$ cat src/rtl/jtframe_uart_bridge.sv
// jtframe_uart_bridge: UART command responder running single-byte debug reads/writes on a memory bus
//   clk, rst_n, cen              clock, asynchronous active-low reset, clock enable shared with the UART core
//   rx_data, rx_done, rx_error   received byte stream; rx_error flags a framing error with rx_done
//   tx_data, tx_wr, tx_done      one-byte reply to the UART transmitter
//   bus_addr, bus_dout, bus_wr, bus_rd, bus_din, bus_ack   request held until bus_ack or BUS_WAIT expiry
//   busy                         high whenever a command is in progress
module jtframe_uart_bridge #(
  parameter int          AW       = 16,
  parameter logic [15:0] TIMEOUT  = 16'd50000,
  parameter logic [7:0]  BUS_WAIT = 8'd255
) (
  input  logic          clk,
  input  logic          rst_n,
  input  logic          cen,
  input  logic [7:0]    rx_data,
  input  logic          rx_done,
  input  logic          rx_error,
  output logic [7:0]    tx_data,
  output logic          tx_wr,
  input  logic          tx_done,
  output logic [AW-1:0] bus_addr,
  output logic [7:0]    bus_dout,
  output logic          bus_wr,
  output logic          bus_rd,
  input  logic [7:0]    bus_din,
  input  logic          bus_ack,
  output logic          busy
);
  typedef enum logic [2:0] {IDLE, ADDR_H, ADDR_L, DATA, BUS, SEND, WAIT_TX} state_t;
  state_t      st;
  logic        is_wr;
  logic [7:0]  addr_h, reply, wcnt;
  logic [15:0] tmo, addr;
  logic        tmo_hit;
  assign addr    = {addr_h, rx_data};
  assign tmo_hit = tmo == TIMEOUT - 16'd1;
  assign busy    = st != IDLE;
  // tmo restarts on any rx_done; it is only acted on in the receive states, which are
  // always entered through an accepted byte. Error replies are preloaded on every byte
  // because the bus path overwrites reply before SEND.
  always_ff @(posedge clk or negedge rst_n)
    if (!rst_n) begin
      st       <= IDLE;
      is_wr    <= 1'b0;
      addr_h   <= '0;
      reply    <= '0;
      wcnt     <= '0;
      tmo      <= '0;
      tx_data  <= '0;
      tx_wr    <= 1'b0;
      bus_addr <= '0;
      bus_dout <= '0;
      bus_wr   <= 1'b0;
      bus_rd   <= 1'b0;
    end else if (cen) begin
      tx_wr <= 1'b0;
      tmo   <= rx_done ? 16'd0 : tmo + 16'd1;
      wcnt  <= st == BUS ? wcnt + 8'd1 : 8'd0;
      case (st)
        IDLE: if (rx_done) begin
          is_wr <= rx_data == 8'h57;
          reply <= rx_error ? 8'h45 : 8'h3F;
          st    <= !rx_error && (rx_data == 8'h52 || rx_data == 8'h57) ? ADDR_H : SEND;
        end
        ADDR_H: if (rx_done) begin
          addr_h <= rx_data;
          reply  <= 8'h45;
          st     <= rx_error ? SEND : ADDR_L;
        end else if (tmo_hit) st <= IDLE;
        ADDR_L: if (rx_done) begin
          bus_addr <= addr[AW-1:0];
          reply    <= 8'h45;
          bus_rd   <= !rx_error && !is_wr;
          st       <= rx_error ? SEND : is_wr ? DATA : BUS;
        end else if (tmo_hit) st <= IDLE;
        DATA: if (rx_done) begin
          bus_dout <= rx_data;
          reply    <= 8'h45;
          bus_wr   <= !rx_error;
          st       <= rx_error ? SEND : BUS;
        end else if (tmo_hit) st <= IDLE;
        // an ack in the final wait cycle wins over the timeout
        BUS: if (bus_ack || wcnt == BUS_WAIT - 8'd1) begin
          reply  <= bus_ack ? (is_wr ? 8'h4B : bus_din) : 8'h54;
          bus_rd <= 1'b0;
          bus_wr <= 1'b0;
          st     <= SEND;
        end
        SEND: begin
          tx_data <= reply;
          tx_wr   <= 1'b1;
          st      <= WAIT_TX;
        end
        WAIT_TX: if (tx_done) st <= IDLE;
        default: st <= IDLE;
      endcase
    end
endmodule

$ cat config.mk
export PLATFORM = sky130hd
export DESIGN_NAME = jtframe_uart_bridge
export DESIGN_NICKNAME = d
export VERILOG_FILES = /design/src/rtl/jtframe_uart_bridge.sv
export SDC_FILE = /design/constraint.sdc
export NUM_CORES = 1
export LEC_CHECK = 0
export BUFFER_PORTS_ARGS = -buffer_cell sky130_fd_sc_hd__buf_2
export CELL_PAD_IN_SITES_DETAIL_PLACEMENT = 1
export CELL_PAD_IN_SITES_GLOBAL_PLACEMENT = 2
export CORE_MARGIN = 10
export CORE_UTILIZATION = 40
export DETAILED_ROUTE_END_ITERATION = 10
export MAX_ROUTING_LAYER = met4
export PLACE_DENSITY = 0.93
export REMOVE_ABC_BUFFERS = 1
export SYNTH_ARGS = -nofsm -noshare
export SYNTH_HDL_FRONTEND = slang
export SYNTH_SLANG_ARGS = --single-unit
$ cat constraint.sdc
create_clock -name clk -period 3.25 [get_ports clk]
set_clock_uncertainty 0.2 [all_clocks]
set_input_delay 0.65 -clock clk [delete_from_list [all_inputs] [get_ports clk]]
set_output_delay 0.65 -clock clk [all_outputs]
set_load 0.02 [all_outputs]
== After elaboration in Yosys (flattened, before gate mapping) ==
Index checks and enable logic that the tools add are counted.
W data, S select, Z words.

* Add/sub/neg operators: 2
* Equal/unequal tests: 16
* Muxes and demuxes: 28
* Reductions and logical operators: 21

{| class="wikitable"
|+ Operator list
! cell !! count
|-
| $mux W8 || 6
|-
| $mux W3 || 11
|-
| $pmux W8 S3 || 1
|-
| $pmux W3 S7 || 1
|-
| $add A16 B1 Y16 const B || 1
|-
| $eq A16 B16 Y1 const B || 1
|-
| $eq A8 B7 Y1 const B || 2
|-
| $mux W16 || 1
|-
| $reduce_and A3 Y1 || 4
|-
| $reduce_and A4 Y1 || 3
|-
| $eq A3 B3 Y1 const B || 3
|-
| $add A8 B1 Y8 const B || 1
|-
| $eq A8 B8 Y1 const B || 1
|-
| $ne A2 B2 Y1 const B || 4
|-
| $mux W7 || 1
|-
| $eq A3 B2 Y1 const B || 2
|-
| $reduce_bool A3 Y1 || 2
|-
| $mux W1 || 5
|-
| $reduce_and A5 Y1 || 1
|-
| $ne A2 B1 Y1 const B || 2
|-
| $pmux W1 S2 || 2
|-
| $reduce_bool A2 Y1 || 2
|-
| $eq A3 B1 Y1 const B || 1
|-
| $logic_not A3 Y1 || 1
|-
| 5 further kinds || 8
|}

* Flip-flop bits (word level): 79
* Bits of input ports: 23
* Output and inout bits: 36
* Logic and storage cells: 79

== Depth between registers and ports, before layout ==
Gate-level depths: netlist of run 1.

* Word-level depth: 6
* Mapped depth: 6
* Gate-level depth less buffers: 5

== Worst setup path before layout of run 1 ==
OpenSTA, ideal clock, no wires.

* Kind: input to register
* Start: input cen
* End: register tmo[13]
* Library setup time: 0.078 ns
* Data arrival time: 1.803 ns
* Data required time: 2.972 ns
* Path slack: 1.169 ns
* Stages on the path: 4
* Buffers on the path: 0
* Path through: nand4_2 or3_4 or4_1 a21oi_1

{| class="wikitable"
|+ RTL lines
! item !! RTL line !! text
|-
| start: declaration || 14 || <nowiki>input logic cen,</nowiki>
|-
| end signal: assignment || 57 || <nowiki>tmo <= rx_done ? 16'd0 : tmo + 16'd1;</nowiki>
|-
| end: declaration || 33 || <nowiki>logic [15:0] tmo, addr;</nowiki>
|}

== Worst setup path after layout of run 1 ==
* Start: register st[0]
* End: output busy

* Cells in the longest elaborated chain, start to end: 1

{| class="wikitable"
|+ RTL lines
! item !! RTL line !! text
|-
| start: declaration || 30 || <nowiki>state_t st;</nowiki>
|-
| start signal: assignment || 63 || <nowiki>st <= !rx_error && (rx_data == 8'h52 || rx_data == 8'h57) ? ADDR_H : SEND;</nowiki>
|-
| start signal: assignment || 68 || <nowiki>st <= rx_error ? SEND : ADDR_L;</nowiki>
|-
| start signal: assignment || 74 || <nowiki>st <= rx_error ? SEND : is_wr ? DATA : BUS;</nowiki>
|-
| $reduce_bool A3 Y1 || 37 || <nowiki>assign busy = st != IDLE;</nowiki>
|-
| end: declaration || 27 || <nowiki>output logic busy</nowiki>
|}

Every way passes these cells.

==> out/results.tsv, run 1 <==
metric	value	unit
switchingPower	1.32	mW
cp-endpoint	busy	
wl	9170	um
swShare	36.5	%
cap_viol_max_count	0	
netlist.area_leader.share	53.6	%
synth_top_flop_cell	dfrtp_1	
yosysTopAreaCell	dfrtp_1	
p_int	2.29	mW
final_cell_mix	79 x dfrtp_1, 57 x buf_2, 41 x mux2_2	
post_drt_wl_per_cell	18.4	um
tns	0	ns
postCtsHoldBufs	0	
relSlewSlack	33.2	%
initial_core_util	41.7	%
fmax	413	MHz
worstSetupStartpointType	register	
worstSetupEndpointType	primary output	
drt-initial-drc-count	130	
r2r_start	st[2]	
cts_buffer_depth	2	
io_pins	59	
drc	0	
postCtsResizedCells	0	
status	completed	
gr-total-overflow	0	
syn-mean-instance-area	11.4	um^2
multiInputGateArea	1610	um^2
critPathMaxFanout	15	
rsz0062_at_grt	false	
syn_to_final_growth	17.2	%
ant_nets	0	
cts_buffers	9	
path_class	reg2out	
antenna_found_initial	0	
avgViaCountPerCell	5.49	
async_reset_ff_share	100	%
ys_ff_latch	79	
synthCells	325	
sequentialPowerShare	42.3	%
clk_pin_slew	0.08	ns
diodes	0	
rows	34	
gp_congestion	0.845	
yosysSeqAreaShare	53.6	%
setup_viol	0	
cts_setup_buffers	0	
final_core_util	48.9	%
period_needed	2.42	ns
root_buffer	clkbuf_8	
synth_area	3690	um^2
rrSetupSlack	0.94	ns
grt_max_degree	80	
cellPowerDensity	832	nW/um^2
yosysUniqueCellTypes	50	
cts_tree	built	
crit_arrival	1.57	ns
fin_crit_sh	74.5	%
grt_util_all_layers	14.6	%
ys_warn_count	0	
dp_hpwl	6630	um
hold_viol_final	0	
clkPwrFrac	22.5	%
worst_pin_slew	1.00	ns
r2r_cells	5	
insertion_delay	0.34	ns
holdCritPathClass	in2async	
htree_levels	3	
synth_edf_count	0	
synth_area_leaders	dfrtp_1 54%, mux2_2 13%, o21ai_0 3.0%	
drive_above_1_share	32.5	%
grt_pass1_wl	15400	um
die_h	116	um
clock-sinks	79	
cp.required	2.40	ns
seq_area	1980	um^2
die_x	116	um
leakage	1.93	nW
final_nets	412	
ir_worst_vdd	417	uV
final_common_cell	dfrtp_1	
pwr-share-comb	35.3	%
nFillCells	996	
vias	2738	
fp.coreArea	8850	um^2
port_buffers	58	
r2r-end	reply[0]	
drtPass1Iterations	4	
grt_pass1_vias	3034	
slew_viol_final	0	
dieArea	13500	um^2
critPathLaunch	st[0]	
how the worst min path moves through the flow:
stage / startpoint / endpoint / slack (ns) / cells after the start
floorplan: rst_n / addr_h[0] / 0.15 / 0
global placement: tx_data[2] / tx_data[2] / 0.26 / 2
detailed placement: tx_data[5] / tx_data[5] / 0.27 / 2
CTS: tx_data[5] / tx_data[5] / 0.29 / 2
global route: bus_addr[4] / bus_addr[4] / 0.33 / 1
finish: rst_n / wcnt[3] / 0.24 / 1
layout make-up:
class	count	area share [%]
well taps	108	3.12
multi-input cells	219	37.2
clock buffers	10	2.95
repair buffers	64	7.81
inverters	13	1.13
flip-flops and latches	79	45.7
clock inverters	6	2.14
worst max-delay path, cell delays in order (launching register included):
cell and delay, ns:
dfrtp_1 0.54, or3_1 0.50, buf_2 0.19
cells in the mapped netlist (all sizes together) (2+ instances only):
library cell   n
mux2          41
o21bai         2
a31oi          3
nand3         10
nand4bb        2
nand2b         7
o22ai          2
and3           2
nand4b         2
nor3           7
and2           3
xnor2          7
inv           13
buf            4
nor2b          2
or4            4
o311a          2
or3            3
nand4         11
a21oi         13
dfrtp         79
o31ai          7
nor4           6
clkbuf        10
nor2          17
nand2         15
ha             3
xor2           4
mux2i          6
o21ai         22
per-stage QoR:
stage | total power, mW | hold WS, ns | setup slack (ns) | cells | cell area [um^2]
detailed placement | 2.84 | 0.272 | 0.704 | 483 | 4110
CTS | 3.67 | 0.293 | 0.816 | 499 | 4330
global route | 3.84 | 0.325 | 0.743 | 499 | 4330
global placement | 2.77 | 0.258 | 0.762 | 483 | 4110
finish | 3.60 | 0.236 | 0.830 | 499 | 4330
floorplan | 2.34 | 0.154 | 1.14 | 311 | 3630
flip-flops by register name, indices dropped and copies added, names as in the netlist, 3 cells and up:
| register | flops |
|---|---|
| bus_addr | 16 |
| tmo | 16 |
| addr_h | 8 |
| bus_dout | 8 |
| reply | 8 |
| tx_data | 8 |
| wcnt | 8 |
| st | 3 |
metal layers:
| metal | wire length [um] | vias to the layer above | GRT usage (%) |
|---|---|---|---|
| met2 | 4410 | 64 | 23.0 |
| met1 | 4210 | 1355 | 17.9 |
| met4 | 131 | 0 | 5.59 |
| li1 | - | 1309 | - |
| met3 | 414 | 10 | 3.10 |
| met5 | 0 | - | - |
cell families after synthesis:
group           after synthesis  synth area share (%)
buf+inv                      27                  2.88
fa+ha+maj                     3                  1.02
simple gates                 95                  14.9
compound gates               63                  10.9
mux                          47                  14.1
flops                        79                  53.6
xor+xnor                     11                  2.61
power groups by stage:
stage	registers [mW]	clock network [mW]	logic (mW)
2_1_floorplan	1.79	0	0.550
3_3_place_gp	1.52	0	1.25
3_5_place_dp	1.55	0	1.30
4_1_cts	1.53	0.834	1.30
5_1_grt	1.58	0.872	1.39
6_report	1.52	0.809	1.27
Note: power is estimated with default switching activity, not from simulation.
==> inputs of run 2 (changes only) <==
CORE_UTILIZATION = 33   (was 40)
PLACE_DENSITY = 0.83   (was 0.93)
clock period = 2.07 ns   (was 3.25 ns; I/O delays follow)
==> out/results.tsv, run 2 (synthesized netlist as in run 1, its figures left out) <==
metric	value	unit	change
grt_max_degree	36		-55%
worst_pin_slew	0.418	ns	-0.584 ns
die_h	126	um	+8.4%
drtPass1Iterations	4		unchanged
largest_registers	bus_addr x16, tmo x16		
tns	0	ns	unchanged
wl	9890	um	+7.9%
root_buffer	clkbuf_8		
swShare	35.9	%	-0.58 points
gr-total-overflow	0		unchanged
slew_viol_final	0		unchanged
gp_congestion	0.840		-0.64%
ant_nets	0		unchanged
drive_above_1_share	37.8	%	+5.3 points
port_buffers	58		unchanged
crit_arrival	1.42	ns	-0.15 ns
io_pins	59		unchanged
fp.coreArea	10900	um^2	+23%
fin_total_pwr	5.93	mW	+65%
switchingPower	2.13	mW	+62%
clkPwrFrac	22.3	%	-0.2 points
cts_tree	built		
syn_to_final_growth	24.7	%	
final_core_util	42.3	%	-6.6 points
path_class	reg2out		
vias	2863		+4.6%
r2r_cells	5		unchanged
p_int	3.80	mW	+66%
die_x	126	um	+8.4%
hold_viol_final	0		unchanged
dieArea	15800	um^2	+17%
pwr-share-comb	38.0	%	+2.7 points
worstSetupEndpointType	primary output		
r2r-end	st[2]		
avgViaCountPerCell	5.13		-6.5%
nFillCells	1219		+22%
fmax	492	MHz	
final_nets	439		+6.6%
initial_core_util	33.9	%	-7.8 points
cellPowerDensity	1290	nW/um^2	+55%
grt_pass1_wl	16100	um	+4.8%
diodes	0		unchanged
sequentialPowerShare	39.7	%	-2.6 points
cap_viol_max_count	0		unchanged
grt_pass1_vias	3061		+0.89%
ir_worst_vdd	597	uV	+43%
post_drt_wl_per_cell	17.7	um	-3.5%
fin_crit_sh	98.2	%	
antenna_found_initial	0		unchanged
status	completed		
critPathLaunch	st[1]		
final_common_cell	dfrtp_1		
relSlewSlack	72.1	%	+39 points
drc	0		unchanged
grt_util_all_layers	12.7	%	-1.8 points
clock-sinks	79		unchanged
dp_hpwl	7260	um	+9.6%
hold-worst-slack	0.118	ns	-0.119 ns
seq_area	1980	um^2	+0.19%
clk_pin_slew	0.08	ns	about the same
final_cell_mix	76 x dfrtp_1, 57 x buf_2, 41 x mux2_2		
htree_levels	3		unchanged
place_inst	534		+11%
insertion_delay	0.36	ns	+0.02 ns
setup_viol	0		unchanged
cts_buffers	9		unchanged
rrSetupSlack	0.06	ns	-0.88 ns
critPathMaxFanout	6		-9
fin_cells	558		+12%
cp.required	1.46	ns	-0.94 ns
multiInputGateArea	1610	um^2	+0.31%
period_needed	2.03	ns	
cts_buffer_depth	2		unchanged
holdCritPathClass	in2reg		
drt-initial-drc-count	119		-8.5%
worstSetupStartpointType	register		
r2r_start	st[0]		
leakage	2.07	nW	+7.3%
cp-endpoint	busy		
rows	38		+12%
## run 2: per-stage QoR
stage / instance area, um^2 / worst slack [ns]
finish: 4600 / 0.0365
CTS: 4560 / 0.00000833
floorplan: 3630 / -0.00539
detailed placement: 4300 / 0.0240
global route: 4600 / -0.00556
global placement: 4300 / 0.0799
## run 2: repair_timing
| item | 4_1_cts | 5_1_grt |
|---|---|---|
| resized for setup | 3 | 2 |
| pin swaps | 0 | 0 |
| setup endpoints to repair | 1 | 3 |
| hold buffers | 1 | 0 |
| hold endpoints to repair | 29 | 0 |
| setup buffers | 2 | 5 |
## run 2: power by group through the flow
| stage | registers, mW | logic, mW | clock network, mW |
|---|---|---|---|
| floorplan | 2.81 | 0.864 | 0 |
| global placement | 2.38 | 2.08 | 0 |
| global route | 2.43 | 2.47 | 1.43 |
| detailed placement | 2.42 | 2.14 | 0 |
| finish | 2.36 | 2.25 | 1.32 |
| CTS | 2.38 | 2.21 | 1.36 |
## run 2: worst min path at each step
stage	start	end	slack, ns	depth (start not counted)
floorplan	rst_n	addr_h[0]	-0.08	0
global route	bus_din[7]	reply[7]	0.12	3
finish	bus_din[7]	reply[7]	0.12	3
detailed placement	rst_n	bus_dout[6]	0.18	1
global placement	rst_n	bus_addr[6]	0.17	1
CTS	bus_din[7]	reply[7]	0.11	3
## run 2: metal layers
layer,share of wire [%],track usage (%)
met4,1.4,5.22
met1,45,14.9
met2,49,20.5
met3,4.9,3.19
met5,0,-
## run 2: area by class of cell
class / instances / share of cell area, %
Tap cell: 140 / 3.80
Clock buffer: 10 / 2.99
Multi-Input combinational cell: 219 / 35.0
Timing Repair Buffer: 91 / 12.1
Sequential cell: 79 / 43.0
Inverter: 13 / 1.06
Clock inverter: 6 / 2.04
## run 2: critical path: stages, from the launching register on
cell and delay (ns):
dfrtp_2 0.45, or3_1 0.43, buf_2 0.19
==> inputs of run 3 (changes only) <==
BUFFER_PORTS_ARGS = not set   (was -buffer_cell sky130_fd_sc_hd__buf_2)
CORE_UTILIZATION = 37   (was 33)
DONT_BUFFER_PORTS = 1   (was not set)
PLACE_DENSITY = 0.82   (was 0.83)
==> out/results.tsv, run 3 (synthesized netlist as in run 1, its figures left out) <==
metric	value	unit	change
status	finished, violations left		
violations	negative hold slack		
swShare	36.5	%	+0.55 points
tns	0	ns	unchanged
dp_hpwl	6550	um	-9.8%
final_core_util	45.3	%	+3.0 points
pwr-share-comb	24.6	%	-13 points
htree_levels	3		unchanged
die_h	120	um	-4.7%
hold_viol_final	79		+79
final_common_cell	dfrtp_1		
gp_congestion	0.835		-0.55%
path_class	reg2out		
avgViaCountPerCell	5.40		+5.2%
clk_pin_slew	0.09	ns	about the same
fp.coreArea	9730	um^2	-11%
grt_max_degree	80		+120%
p_int	3.52	mW	-7.4%
cpMaxStageDelayCell	dfrtp_2		
r2r_cells	6		+1
drtPass1Iterations	4		unchanged
period_needed	2.00	ns	-0.0360 ns
worst-path-stages	2		unchanged
final_cell_mix	76 x dfrtp_1, 41 x mux2_2, 22 x o21ai_0, 22 x buf_4, 17 x nor2_1		
fmax	501	MHz	+1.8%
critPathMaxFanout	10		+4
grt_pass1_wl	15300	um	-5.1%
ir_worst_vdd	591	uV	-1.1%
clkPwrFrac	23.6	%	+1.3 points
slew_viol_final	0		unchanged
drive_above_1_share	25.3	%	-13 points
r2r_start	st[2]		
leakage	1.85	nW	-10%
rows	36		-5.3%
clock-sinks	79		unchanged
r2r-end	is_wr		
critPathLaunch	st[0]		
syn_to_final_growth	19.5	%	
drt-initial-drc-count	117		-1.7%
sequentialPowerShare	51.8	%	+12 points
wl	9290	um	-6.1%
crit_buf_inv	1		unchanged
hold-worst-slack	-0.441	ns	-0.559 ns
switchingPower	2.02	mW	-5.2%
worst_path_largest_cell_delay	0.48	ns	+0.03 ns
grt_pass1_vias	2957		-3.4%
post_drt_wl_per_cell	18.5	um	+4.6%
antenna_found_initial	0		unchanged
cellPowerDensity	1260	nW/um^2	-2.5%
final_nets	389		-11%
ant_nets	0		unchanged
crit_arrival	1.38	ns	-0.04 ns
cts_tree	built		
io_pins	59		unchanged
nFillCells	1101		-9.7%
grt_util_all_layers	13.4	%	+0.64 points
port_buffers	0		-100%
cap_viol_max_count	0		unchanged
rsz0062_at_grt	false		
die_x	120	um	-4.7%
root_buffer	clkbuf_8		
critPathTopFamily	flip-flops		
vias	2704		-5.6%
cts_buffers	9		unchanged
worstSetupEndpointType	primary output		
setup_viol	0		unchanged
cp-endpoint	busy		
worstSetupStartpointType	register		
gr-total-overflow	0		unchanged
dieArea	14400	um^2	-9.1%
diodes	0		unchanged
drc	0		unchanged
holdCritPathClass	in2async		
fin_crit_sh	96.5	%	-1.7 points
largest_registers	bus_addr x16, tmo x16		
cts_buffer_depth	2		unchanged
rrSetupSlack	0.08	ns	+0.02 ns
initial_core_util	37.9	%	+4.0 points
path_cells	or3_4 > buf_6		
cp.required	1.46	ns	about the same
worst_pin_slew	0.390	ns	-0.0279 ns
relSlewSlack	73.7	%	+1.5 points
insertion_delay	0.34	ns	-0.02 ns
-- run 3: changes by cell type in the layout (fill, tap and decap cells not counted), sizes merged --
cell,delta
dlygate4sd3,+15
clkinv,-3
clkbuf,-1
buf,-65
inv,+4
-- run 3: worst register-to-register path, stage by stage, from the launching register on --
cell,delay (ns)
dfrtp_2,0.42
buf_4,0.16
nand2b_1,0.22
buf_4,0.19
or4_1,0.42
nor3_1,0.15
a32o_1,0.18
-- run 3: routing by layer --
| metal | track usage (%) | vias up | share of wire (%) | wire (um) |
|---|---|---|---|---|
| li1 | - | 1261 | - | - |
| met1 | 16.0 | 1380 | 44 | 4060 |
| met2 | 21.9 | 56 | 51 | 4710 |
| met3 | 3.94 | 7 | 4.9 | 451 |
| met4 | 2.94 | 0 | 0.76 | 71 |
| met5 | - | - | 0 | 0 |
-- run 3: how the worst min path moves through the flow --
| stage | startpoint | to |
|---|---|---|
| finish | rst_n | tx_wr |
| CTS | rst_n | tmo[1] |
| global route | rst_n | tmo[9] |
| detailed placement | rst_n | wcnt[2] |
| floorplan | rst_n | addr_h[0] |
| global placement | rst_n | wcnt[2] |
-- run 3: layout make-up --
type / instances / area (um^2) / share of cell area (%)
clock buffers: 9 / 124 / 2.81
flip-flops and latches: 79 / 1980 / 44.9
inverters: 13 / 48.8 / 1.11
multi-input cells: 219 / 1620 / 36.7
clock inverters: 7 / 103 / 2.33
repair buffers: 41 / 368 / 8.34
well taps: 133 / 166 / 3.77
-- run 3: through the flow --
stage	worst slack (ns)	cells	total power, mW	area, um^2
6_report	0.0725	501	5.54	4410
2_1_floorplan	-0.00539	311	3.67	3630
3_5_place_dp	0.0883	468	4.21	3990
5_1_grt	0.0120	501	5.88	4410
3_3_place_gp	0.111	468	4.12	3990
4_1_cts	0.00926	496	5.57	4340
-- run 3: repair_timing --
item	CTS	global route
hold buffers	11	5
endpoints found under the setup margin	1	7
buffers inserted	1	0
pin swaps	0	0
gates resized for setup	1	6
endpoints found under the hold margin	102	85
-- run 3: power by group through the flow --
stage	registers, mW	logic, mW	clock network [mW]
6_report	2.87	1.36	1.31
2_1_floorplan	2.81	0.864	0
3_5_place_dp	2.93	1.28	0
3_3_place_gp	2.90	1.22	0
4_1_cts	2.89	1.33	1.35
5_1_grt	2.94	1.51	1.43
